$ cat src/rtl/exc_ctrl.sv
// Exception entry / ERET sequencer beside CP0.
// Picks the oldest stage request, flushes, writes CP0, redirects fetch.

package exc_pkg;

  localparam logic [4:0] EXC_INT     = 5'h00;
  localparam logic [4:0] ADDR_ERR_F  = 5'h04;
  localparam logic [4:0] ADDR_ERR_M  = 5'h05;
  localparam logic [4:0] BUS_ERR_F   = 5'h06;
  localparam logic [4:0] BUS_ERR_M   = 5'h07;
  localparam logic [4:0] SYSCALL     = 5'h08;
  localparam logic [4:0] BREAK       = 5'h09;
  localparam logic [4:0] RESV_INSTR  = 5'h0a;
  localparam logic [4:0] OVERFLOW    = 5'h0c;
  localparam logic [4:0] CACHE_ERR_F = 5'h1e;
  localparam logic [4:0] CACHE_ERR_M = 5'h1f;

endpackage

module exc_ctrl
  import exc_pkg::*;
#(
  parameter logic [31:0] EXC_VECTOR  = 32'hBFC0_0380,
  parameter logic [31:0] CERR_VECTOR = 32'hBFC0_0300
) (
  input  logic         clk,
  input  logic         rst,
  input  logic [3:0]   exc_valid,
  input  logic [19:0]  exc_code,
  input  logic [127:0] exc_pc,
  input  logic [3:0]   exc_bd,
  input  logic [63:0]  exc_vaddr,
  input  logic         eret_req,
  input  logic         status_exl,
  input  logic [31:0]  epc_in,
  output logic         flush,
  output logic         busy,
  output logic         cause_we,
  output logic [4:0]   cause_excode,
  output logic         cause_bd,
  output logic         epc_we,
  output logic [31:0]  epc_out,
  output logic         badvaddr_we,
  output logic [31:0]  badvaddr_out,
  output logic         exl_set,
  output logic         exl_clr,
  output logic         redirect_valid,
  output logic [31:0]  redirect_pc,
  input  logic         redirect_ready
);

  typedef enum logic [2:0] {
    S_IDLE,
    S_FLUSH,
    S_SAVE,
    S_ERET,
    S_REDIR
  } state_t;

  state_t state;

  logic [4:0]  sel_code;
  logic [31:0] sel_pc;
  logic        sel_bd;
  logic        sel_addr;
  logic        sel_cerr;
  logic [31:0] sel_vaddr;
  logic [31:0] sel_epc;

  logic        cap_bv;
  logic        cap_cerr;

  // oldest request wins: M, then E, then D, then F
  always_comb begin
    sel_code = '0;
    sel_pc   = '0;
    sel_bd   = 1'b0;
    priority case (1'b1)
      exc_valid[3]: begin
        sel_code = exc_code[19:15];
        sel_pc   = exc_pc[127:96];
        sel_bd   = exc_bd[3];
      end
      exc_valid[2]: begin
        sel_code = exc_code[14:10];
        sel_pc   = exc_pc[95:64];
        sel_bd   = exc_bd[2];
      end
      exc_valid[1]: begin
        sel_code = exc_code[9:5];
        sel_pc   = exc_pc[63:32];
        sel_bd   = exc_bd[1];
      end
      exc_valid[0]: begin
        sel_code = exc_code[4:0];
        sel_pc   = exc_pc[31:0];
        sel_bd   = exc_bd[0];
      end
      default: begin
        sel_code = '0;
        sel_pc   = '0;
        sel_bd   = 1'b0;
      end
    endcase
  end

  // classify the winner: address errors log BadVAddr, cache errors use their own vector
  always_comb begin
    sel_addr  = 1'b0;
    sel_cerr  = 1'b0;
    sel_vaddr = exc_vaddr[31:0];
    if (sel_code == ADDR_ERR_F) begin
      sel_addr  = 1'b1;
      sel_vaddr = exc_vaddr[31:0];
    end else if (sel_code == ADDR_ERR_M) begin
      sel_addr  = 1'b1;
      sel_vaddr = exc_vaddr[63:32];
    end
    if (sel_code == CACHE_ERR_F ||
        sel_code == CACHE_ERR_M) begin
      sel_cerr = 1'b1;
    end
  end

  // a delay-slot exception restarts at the branch, one word back
  assign sel_epc = sel_bd ? (sel_pc - 32'd4) : sel_pc;

  assign busy = (state != S_IDLE);

  // sequencer: strobes default low each cycle and pulse for one state only
  always_ff @(posedge clk) begin
    if (rst) begin
      state          <= S_IDLE;
      flush          <= 1'b0;
      cause_we       <= 1'b0;
      cause_excode   <= '0;
      cause_bd       <= 1'b0;
      epc_we         <= 1'b0;
      epc_out        <= '0;
      badvaddr_we    <= 1'b0;
      badvaddr_out   <= '0;
      exl_set        <= 1'b0;
      exl_clr        <= 1'b0;
      redirect_valid <= 1'b0;
      redirect_pc    <= '0;
      cap_bv         <= 1'b0;
      cap_cerr       <= 1'b0;
    end else begin
      flush       <= 1'b0;
      cause_we    <= 1'b0;
      epc_we      <= 1'b0;
      badvaddr_we <= 1'b0;
      exl_set     <= 1'b0;
      exl_clr     <= 1'b0;
      unique case (state)
        S_IDLE: begin
          if (|exc_valid) begin
            cause_excode <= sel_code;
            cause_bd     <= sel_bd;
            epc_out      <= sel_epc;
            cap_bv       <= sel_addr;
            cap_cerr     <= sel_cerr;
            if (sel_addr) begin
              badvaddr_out <= sel_vaddr;
            end
            flush <= 1'b1;
            state <= S_FLUSH;
          end else if (eret_req) begin
            flush   <= 1'b1;
            exl_clr <= 1'b1;
            state   <= S_ERET;
          end
        end
        S_FLUSH: begin
          cause_we    <= 1'b1;
          exl_set     <= 1'b1;
          epc_we      <= !status_exl;
          badvaddr_we <= cap_bv;
          state       <= S_SAVE;
        end
        S_SAVE: begin
          redirect_valid <= 1'b1;
          redirect_pc    <= cap_cerr ? CERR_VECTOR
                                     : EXC_VECTOR;
          state          <= S_REDIR;
        end
        S_ERET: begin
          redirect_valid <= 1'b1;
          redirect_pc    <= epc_in;
          state          <= S_REDIR;
        end
        S_REDIR: begin
          if (redirect_ready) begin
            redirect_valid <= 1'b0;
            state          <= S_IDLE;
          end
        end
        default: begin
          state <= S_IDLE;
        end
      endcase
    end
  end

endmodule

$ cat config.mk
export PLATFORM = sky130hd
export DESIGN_NAME = exc_ctrl
export DESIGN_NICKNAME = d
export VERILOG_FILES = /design/src/rtl/exc_ctrl.sv
export SDC_FILE = /design/constraint.sdc
export NUM_CORES = 1
export LEC_CHECK = 0
export BUFFER_PORTS_ARGS = -buffer_cell sky130_fd_sc_hd__buf_4
export CAP_MARGIN = 20
export CORE_UTILIZATION = 25
export CTS_CLUSTER_SIZE = 40
export DETAILED_ROUTE_END_ITERATION = 8
export GPL_TIMING_DRIVEN = 0
export PLACE_DENSITY = 0.5
export SLEW_MARGIN = 40
export SYNTH_ARGS = -nofsm -noshare
export SYNTH_HDL_FRONTEND = slang
export SYNTH_SLANG_ARGS = --single-unit
$ cat constraint.sdc
create_clock -name clk -period 4.95 [get_ports clk]
set_input_delay 0.99 -clock clk [delete_from_list [all_inputs] [get_ports clk]]
set_output_delay 0.99 -clock clk [all_outputs]
set_load 0.01 [all_outputs]
# Word level (Yosys, flattened, before mapping)
# Index checks and enable logic that the tools add are counted.
# totals
register_bits,113
inputBits,257
wordCells,71
# op_classes
n_addsub,1
bitwise_logic,2
eq_ne,10
mux,29
reduce_logical,15
# ops
cell,count
$mux 32,7
$pmux 32 s2,1
$sub 32x3->32 const B,1
$mux 5,4
$pmux 3 s4,1
$mux 1,11
$eq 5x3->1 const B,2
$eq 5x5->1 const B,2
$mux 3,3
$mux 8,1
$eq 3x2->1 const B,2
$reduce_and 2->1,3
$reduce_or 2->1,3
$reduce_or 6->1,1
$reduce_bool 2->1,2
$reduce_or 4->1,1
$eq 3x1->1 const B,1
$eq 3x3->1 const B,1
$logic_not 3->1,1
$ne 3x3->1 const B,1
$reduce_and 3->1,1
$reduce_bool 3->1,1
$ne 2x2->1 const B,1
$not 1->1,2
other kinds (3),3

# Logic depth before layout (Yosys ltp)
# Gate-level depths: netlist (run 1).
# logic_depth
word_depth,8
mapped_depth,13
depth_no_buf,8

# Worst setup path before layout (run 1)
# Ideal clock, no wire load.
# synth_timing
path_kind,input-to-reg
start,input exc_valid[0]
end,register epc_out[24]
cell_stages,12
t_arrival_ps,3665
required_time_ps,4830
path_buffers,4
slack_ps,1165
path_cell_list,nor2b_1 > buf_2 > buf_2 > buf_1 > buf_1 > a221o_1 > nand2_1 > ha_1 > nand4_1 > or4_1 > o31a_1 > o31a_1
# synth_between
elab_chain_len,6
word_cells_on_any_way,12
classes_between,add/sub: 1; mux: 9; reduce/logical: 2
# synth_rtl
item,line,rtl
start: declaration,28,"input logic [3:0] exc_valid,"
$mux 32 (4 in a row),78,priority case (1'b1)
$sub 32x3->32,126,assign sel_epc = sel_bd ? (sel_pc - 32'd4) : sel_pc;
$mux 32,126,
end signal: assignment,160,epc_out <= sel_epc;
end: declaration,42,"output logic [31:0] epc_out,"
# Several ways; a longest one is shown, not always the timed one.
# A chain may end at the register's enable or synchronous reset.

# Final worst setup path (run 1)
# layout_timing
start,input exc_valid[3]
end,register badvaddr_out[11]
# layout_between
elab_chain_len,5
word_cells_on_any_way,9
classes_between,eq/ne: 2; mux: 5; reduce/logical: 2
# layout_rtl
item,line,rtl
$mux 5,78,
$eq 5x3->1,115,end else if (sel_code == ADDR_ERR_M) begin
$mux 1,115,
$mux 1,112,if (sel_code == ADDR_ERR_F) begin
$reduce_and 3->1 (no source line),n/a,
end signal: assignment,164,badvaddr_out <= sel_vaddr;
end: declaration,44,"output logic [31:0] badvaddr_out,"
# Several ways; a longest one is shown, not always the timed one.

==> impl_metrics.tcl, run 1 <==
set metrics [dict create \
    outcome "finished clean" \
    crit_path_max_incr_delay_ps 520 \
    syn-mean-instance-area_um2 8.096 \
    grt_overflow_total 0 \
    ys_top_cells_by_count "dfxtp_1 (113), nand2_1 (82), nor2_1 (69)" \
    worstReg2RegEnd "badvaddr_out[11]" \
    numPortBuffers 365 \
    synth.area.top_cells "dfxtp_1 (39%), o221ai_1 (5.7%), a21oi_1 (5.7%)" \
    synth_most_common_cell "dfxtp_1" \
    cp_cell_sequence "buf_6 > inv_1 > buf_1 > buf_1 > clkbuf_1 > o22ai_1 > nor2_1 > nand4_1 > nor2_1 > clkbuf_1 > o221ai_1 > a21oi_1" \
    first_global_vias 6763 \
    initial_utilization 0.2559 \
    cts_buffers 17 \
    drt_pass1_iterations 4 \
    fin_crit_ps 4181 \
    crit_fanout 10 \
    coreArea_mm2 0.02278 \
    cts.path.max_buffers 2 \
    crit_family "buffers and inverters" \
    ctsResizeCount 0 \
    dp_hpwl_um 21200 \
    synth_nets 978 \
    fin_crit_sh 0.8446 \
    ant_nets 0 \
    cap_violations 0 \
    grt_antenna_before_repair 0 \
    dp_cells 1398 \
    cts_setup_buffers 0 \
    r2r_slack_ps 2280 \
    final_cell_count_no_fill 1430 \
    worstSetupStartpointType "input pin" \
    fin_tns_setup_ps 0 \
    peakVddDrop_uv 207.7 \
    fin_nets 1362 \
    gp_congestion 0.8130 \
    diodes 0 \
    clock_latency_ps 410 \
    postCtsHoldBufs 0 \
    hp-class "register to register" \
    cts_tree "done" \
    drc 0 \
    arrival_ps 4520 \
    cp_data_required_time_ps 5280 \
    routedWlPerCell_um 18.15 \
    num-fill-cells 2439 \
    wl_um 25960 \
    die-area_mm2 0.02393 \
    p_leak_nw 3.994 \
    r2r_cells 8 \
    hold_viol 0 \
    rsz0062_at_grt "no" \
    ys_types 50 \
    p_comb_frac 0.272 \
    r2r_start "state[0]" \
    async_reset_ff_frac 0 \
    die_h_um 154.7 \
    io_pins 367 \
    syn_to_final_growth_pct 64.84 \
    syn_inst 720 \
    viasPerCell 4.834 \
    maxSlewHeadroom 0.4728 \
    grt_pass1_wl_um 38930 \
    setup_ws_ps 769.2 \
    clock_sinks 113 \
    synthFlopType "dfxtp_1" \
    worst_setup_path_end_kind "register" \
    power.internal_mw 2.292 \
    ys_seq_area_frac 0.3881 \
    ys_warn_count 0 \
    htreeDepth 4 \
    clockRootBuffer "clkbuf_16" \
    crit_buf_inv 6 \
    synth_top_area_cell "dfxtp_1" \
    fp-row-count 55 \
    drt_iter0_drc 354 \
    slowest_stage "buf_1" \
    finalClockSkew_ps 8.369 \
    ys_seq_elements 113 \
    path_clk_slew_ps 60 \
    pwr-share-clk 0.401 \
    switchingPower_uw 973.0 \
    power.share.switching 0.2980 \
    holdPathEnd "badvaddr_out[25]" \
    seq_power_share 0.327 \
    pre_cts_slack_ps 251.8 \
    grt_max_degree 17 \
    die_width_um 154.7 \
    setup_viol 0 \
    worstSetupPathType "input pin to register" \
    drive_gt1_frac 0.3706 \
    syn_area_mm2 0.005829 \
    vias 6913 \
    track_usage 0.2132 \
    synth_top_area_frac 0.3881 \
    final_max_slew_viol_count 0 \
    worst_slew_pin_slew_ps 784.8 \
    min_from "badvaddr_out[25]" \
    p_per_area_mw_per_mm2 339.7 \
    synth_edf_count 0 \
    fmax_mhz 239.2 \
    hold_depth 2 \
]
registers in the layout, indices dropped and copies added, names as in the netlist:
| name | flops |
|---|---|
| badvaddr_out | 32 |
| epc_out | 32 |
| redirect_pc | 32 |
| cause_excode | 5 |
| state | 3 |
| badvaddr_we | 1 |
| cap_bv | 1 |
| cap_cerr | 1 |
| cause_bd | 1 |
| epc_we | 1 |
| exl_clr | 1 |
| exl_set | 1 |
| flush | 1 |
| redirect_valid | 1 |
stage by stage:
stage	power (mW)	hold WS (ps)	instance area [µm²]	utilization
final	3.265	449.4	9609	0.4219
after global placement	1.982	439.3	8961	0.3934
after CTS	3.310	452.2	9609	0.4219
after detailed placement	1.990	444.5	8971	0.3938
after global routing	3.437	471.8	9609	0.4219
after floorplan	1.496	429.6	5829	-
worst max path at each step:
stage                             from                to  slack [ps]  depth (start not counted)
after floorplan           exc_valid[0]       epc_out[24]        1170                         12
after global placement    exc_valid[3]  badvaddr_out[11]         310                         12
after detailed placement  exc_valid[3]  badvaddr_out[11]         250                         12
after CTS                 exc_valid[3]  badvaddr_out[11]         670                         12
after global routing      exc_valid[3]  badvaddr_out[11]         290                         12
final                     exc_valid[3]  badvaddr_out[11]         770                         12
worst reg2reg max path: stages (launching register included):
cell and delay [ps]:
dfxtp_1 290, clkbuf_1 200, or3_1 380, clkbuf_1 170, or2_2 350, nor2_1 330, clkbuf_1 430, o221ai_1 260
a21oi_1 180
routing by layer:
| metal | global-route usage | part of all wire | vias to the layer above |
|---|---|---|---|
| li1 | - | - | 3491 |
| met1 | 0.2487 | 0.41 | 3124 |
| met2 | 0.3792 | 0.50 | 278 |
| met3 | 0.05800 | 0.072 | 20 |
| met4 | 0.06223 | 0.014 | 0 |
| met5 | 0 | 0 | - |
placed cells by master, fill, tap and decap left out, types with 7 or more instances in the layout:
master and instances:
a211oi_1 28, nand2_1 82, o22ai_1 8, dfxtp_1 113, clkbuf_16 17, nor3b_1 16
xor2_1 12, buf_1 9, buf_4 366, o21ai_0 8, inv_1 11, nor2_1 69
nor4_1 8, a311oi_1 7, nor3_1 21, nand3_1 26, clkbuf_1 55, a221o_1 25
o22a_1 17, o221ai_1 38, and2_1 10, a221oi_1 11, a21oi_1 65
cells by family (layout without fill, tap and decap cells):
kind of cell             after synthesis  count (layout)  synth area share
AO/OA/AOI/OAI                        234             234            0.2988
AND/OR/NAND/NOR                      270             270            0.2215
flip-flops                           113             113            0.3881
adder cells (fa/ha/maj)                1               1          0.002146
multiplexers                           2               2          0.003434
XOR/XNOR                              18              18           0.02704
buffers and inverters                 82             479           0.05903
final cells by class:
cell class	instances	area, µm²	share of cell area
multi-input cells	525	3233	0.3365
repair buffers	365	2740	0.2852
flip-flops and latches	113	2262	0.2354
clock buffers	19	452.9	0.04714
well taps	313	391.6	0.04076
plain buffers	71	302.8	0.03151
clock inverters	13	185.2	0.01927
inverters	11	41.29	0.004297
power by group through the flow:
stage               registers (mW)  logic [mW]  clock network (mW)
floorplan                     1.12       0.373                   0
global placement              1.08       0.898                   0
detailed placement            1.09       0.902                   0
CTS                           1.07       0.904                1.34
global route                  1.08       0.979                1.38
finish                        1.07       0.886                1.31
(Power assumes the default switching activity.)
==> run 2: changes to the inputs <==
Settings changed: PLACE_DENSITY 0.5 to 0.52.
Clock period 4.95 ns to 3.8 ns, I/O delays scaled along.
==> run 2 against run 1 <==
Power is 27% higher. Clock skew decreased by 1.6 ps. Final area is 0.13% lower. Critical endpoint is now epc_out[24]. Clock power up 22%. Via count increased by 1.4%. Non-clock buffer count increased by 1.
==> impl_metrics.tcl, run 2 (synthesized netlist as in run 1, its figures left out) <==
set metrics [dict create \
    worst_setup_path_end_kind "register" \
    numPortBuffers 365 \
    p_comb_frac 0.280 \
    postCtsHoldBufs 0 \
    maxSlewHeadroom 0.4628 \
    switchingPower_mw 1.287 \
    clockRootBuffer "clkbuf_16" \
    power.share.switching 0.3095 \
    gp_congestion 0.8230 \
    track_usage 0.2166 \
    hold_viol 0 \
    fin_crit_ps 3647 \
    crit_buf_inv 4 \
    drive_gt1_frac 0.3828 \
    htreeDepth 4 \
    pwr-share-clk 0.385 \
    grt_max_degree 17 \
    wl_um 26690 \
    dp_hpwl_um 21510 \
    worstSetupStartpointType "input pin" \
    final_cell_count_no_fill 1431 \
    worst_slew_pin_slew_ps 799.6 \
    p_per_area_mw_per_mm2 433.4 \
    drt_pass1_iterations 4 \
    fin_crit_sh 0.9596 \
    routedWlPerCell_um 18.65 \
    diodes 0 \
    cts_tree "done" \
    seq_power_share 0.334 \
    die-area_mm2 0.02393 \
    place_area_mm2 0.008972 \
    drc 0 \
    setup_viol 0 \
    reg_top3 "badvaddr_out: 32 flops, epc_out: 32 flops, redirect_pc: 32 flops" \
    fp-row-count 55 \
    crit_family "simple AND/OR/NAND/NOR gates" \
    grt_overflow_total 0 \
    path_clk_slew_ps 60 \
    vias 7008 \
    utilization 0.4213 \
    final_common_cell "buf_4" \
    worstSetupPathType "input pin to register" \
    arrival_ps 3950 \
    die_h_um 154.7 \
    final_area_mm2 0.009597 \
    outcome "finished clean" \
    final_max_slew_viol_count 0 \
    clock_latency_ps 410 \
    clock_sinks 113 \
    first_global_vias 6809 \
    p_leak_nw 4.011 \
    cap_violations 0 \
    grt_antenna_before_repair 0 \
    holdWs_ps 449.2 \
    grt_pass1_wl_um 39410 \
    viasPerCell 4.897 \
    most-common-layout-cells "buf_4 (367), dfxtp_1 (113), nand2_1 (82)" \
    drt_iter0_drc 304 \
    cp_cell_sequence "buf_4 > or2_1 > buf_6 > clkbuf_1 > clkbuf_1 > a221o_1 > nand2_1 > ha_1 > nand4_1 > or4_1 > o31a_1 > o31a_1" \
    ant_nets 0 \
    cp_data_required_time_ps 4100 \
    hp-class "register to register" \
    die_width_um 154.7 \
    cts_buffers 17 \
    power.internal_mw 2.872 \
    initial_utilization 0.2559 \
    crit_fanout 10 \
    cts.path.max_buffers 2 \
    crit_path_max_incr_delay_ps 530 \
    peakVddDrop_uv 273.1 \
    finalClockSkew_ps 6.758 \
    fmax_mhz 274.2 \
    total_power_mw 4.159 \
    fin_nets 1363 \
    coreArea_mm2 0.02278 \
    io_pins 367 \
    slowest_stage "or4_1" \
    dp_cells 1398 \
    syn_to_final_growth_pct 64.63 \
    rsz0062_at_grt "no" \
]
[run 2: repair_timing]
| item | in CTS | in global routing |
|---|---|---|
| setup endpoints to repair | 34 | 34 |
| cloned | 0 | 0 |
| buffers inserted | 1 | 0 |
| gates resized for setup | 3 | 14 |
| pin swaps | 1 | 0 |
[run 2: per-layer routing]
metal | global-route usage | part of all wire | vias up
li1 | - | - | 3489
met1 | 0.2488 | 0.41 | 3232
met2 | 0.3975 | 0.51 | 271
met3 | 0.06024 | 0.067 | 16
met4 | 0.04526 | 0.0080 | 0
met5 | 0 | 0 | -
[run 2: area by class of cell]
| type | instances | area (µm²) |
|---|---|---|
| sequential | 113 | 2262 |
| tap | 313 | 391.6 |
| fill | 2380 | 13180 |
| clock inverter | 12 | 131.4 |
| multi-input combinational | 525 | 3238 |
| buffer | 71 | 317.8 |
| clock buffer | 20 | 466.7 |
| timing repair buffer | 366 | 2748 |
| inverter | 11 | 41.29 |
[run 2: tightest hold or removal path, delay by kind of cell, from the launching register on]
| family | cells | cell delay (ps) |
|---|---|---|
| AO/OA/AOI/OAI | 1 | 50 |
| flip-flops | 1 | 300 |
| AND/OR/NAND/NOR | 1 | 50 |
[run 2: path summary, 6_finish.rpt]
check,from,to,slack (ps),depth (start not counted)
min,cap_bv,cap_bv,450,2
min reg2reg,cap_bv,cap_bv,450,2
max,exc_valid[2],epc_out[24],150,12
max reg2reg,state[0],cause_bd,1090,8
[run 2: stage by stage]
step	worst slack (ps)	TNS, ps
final	153.4	0
after global routing	12.82	0
after CTS	32.68	0
after detailed placement	-588.2	-21540
after global placement	-613.1	-20690
after floorplan	245.0	0
[run 2: power by group through the flow]
stage | clock, mW | combinational (mW) | sequential [mW]
CTS | 1.64 | 1.18 | 1.39
global placement | 0 | 1.18 | 1.41
floorplan | 0 | 0.485 | 1.46
detailed placement | 0 | 1.18 | 1.42
global route | 1.69 | 1.28 | 1.40
finish | 1.60 | 1.17 | 1.39
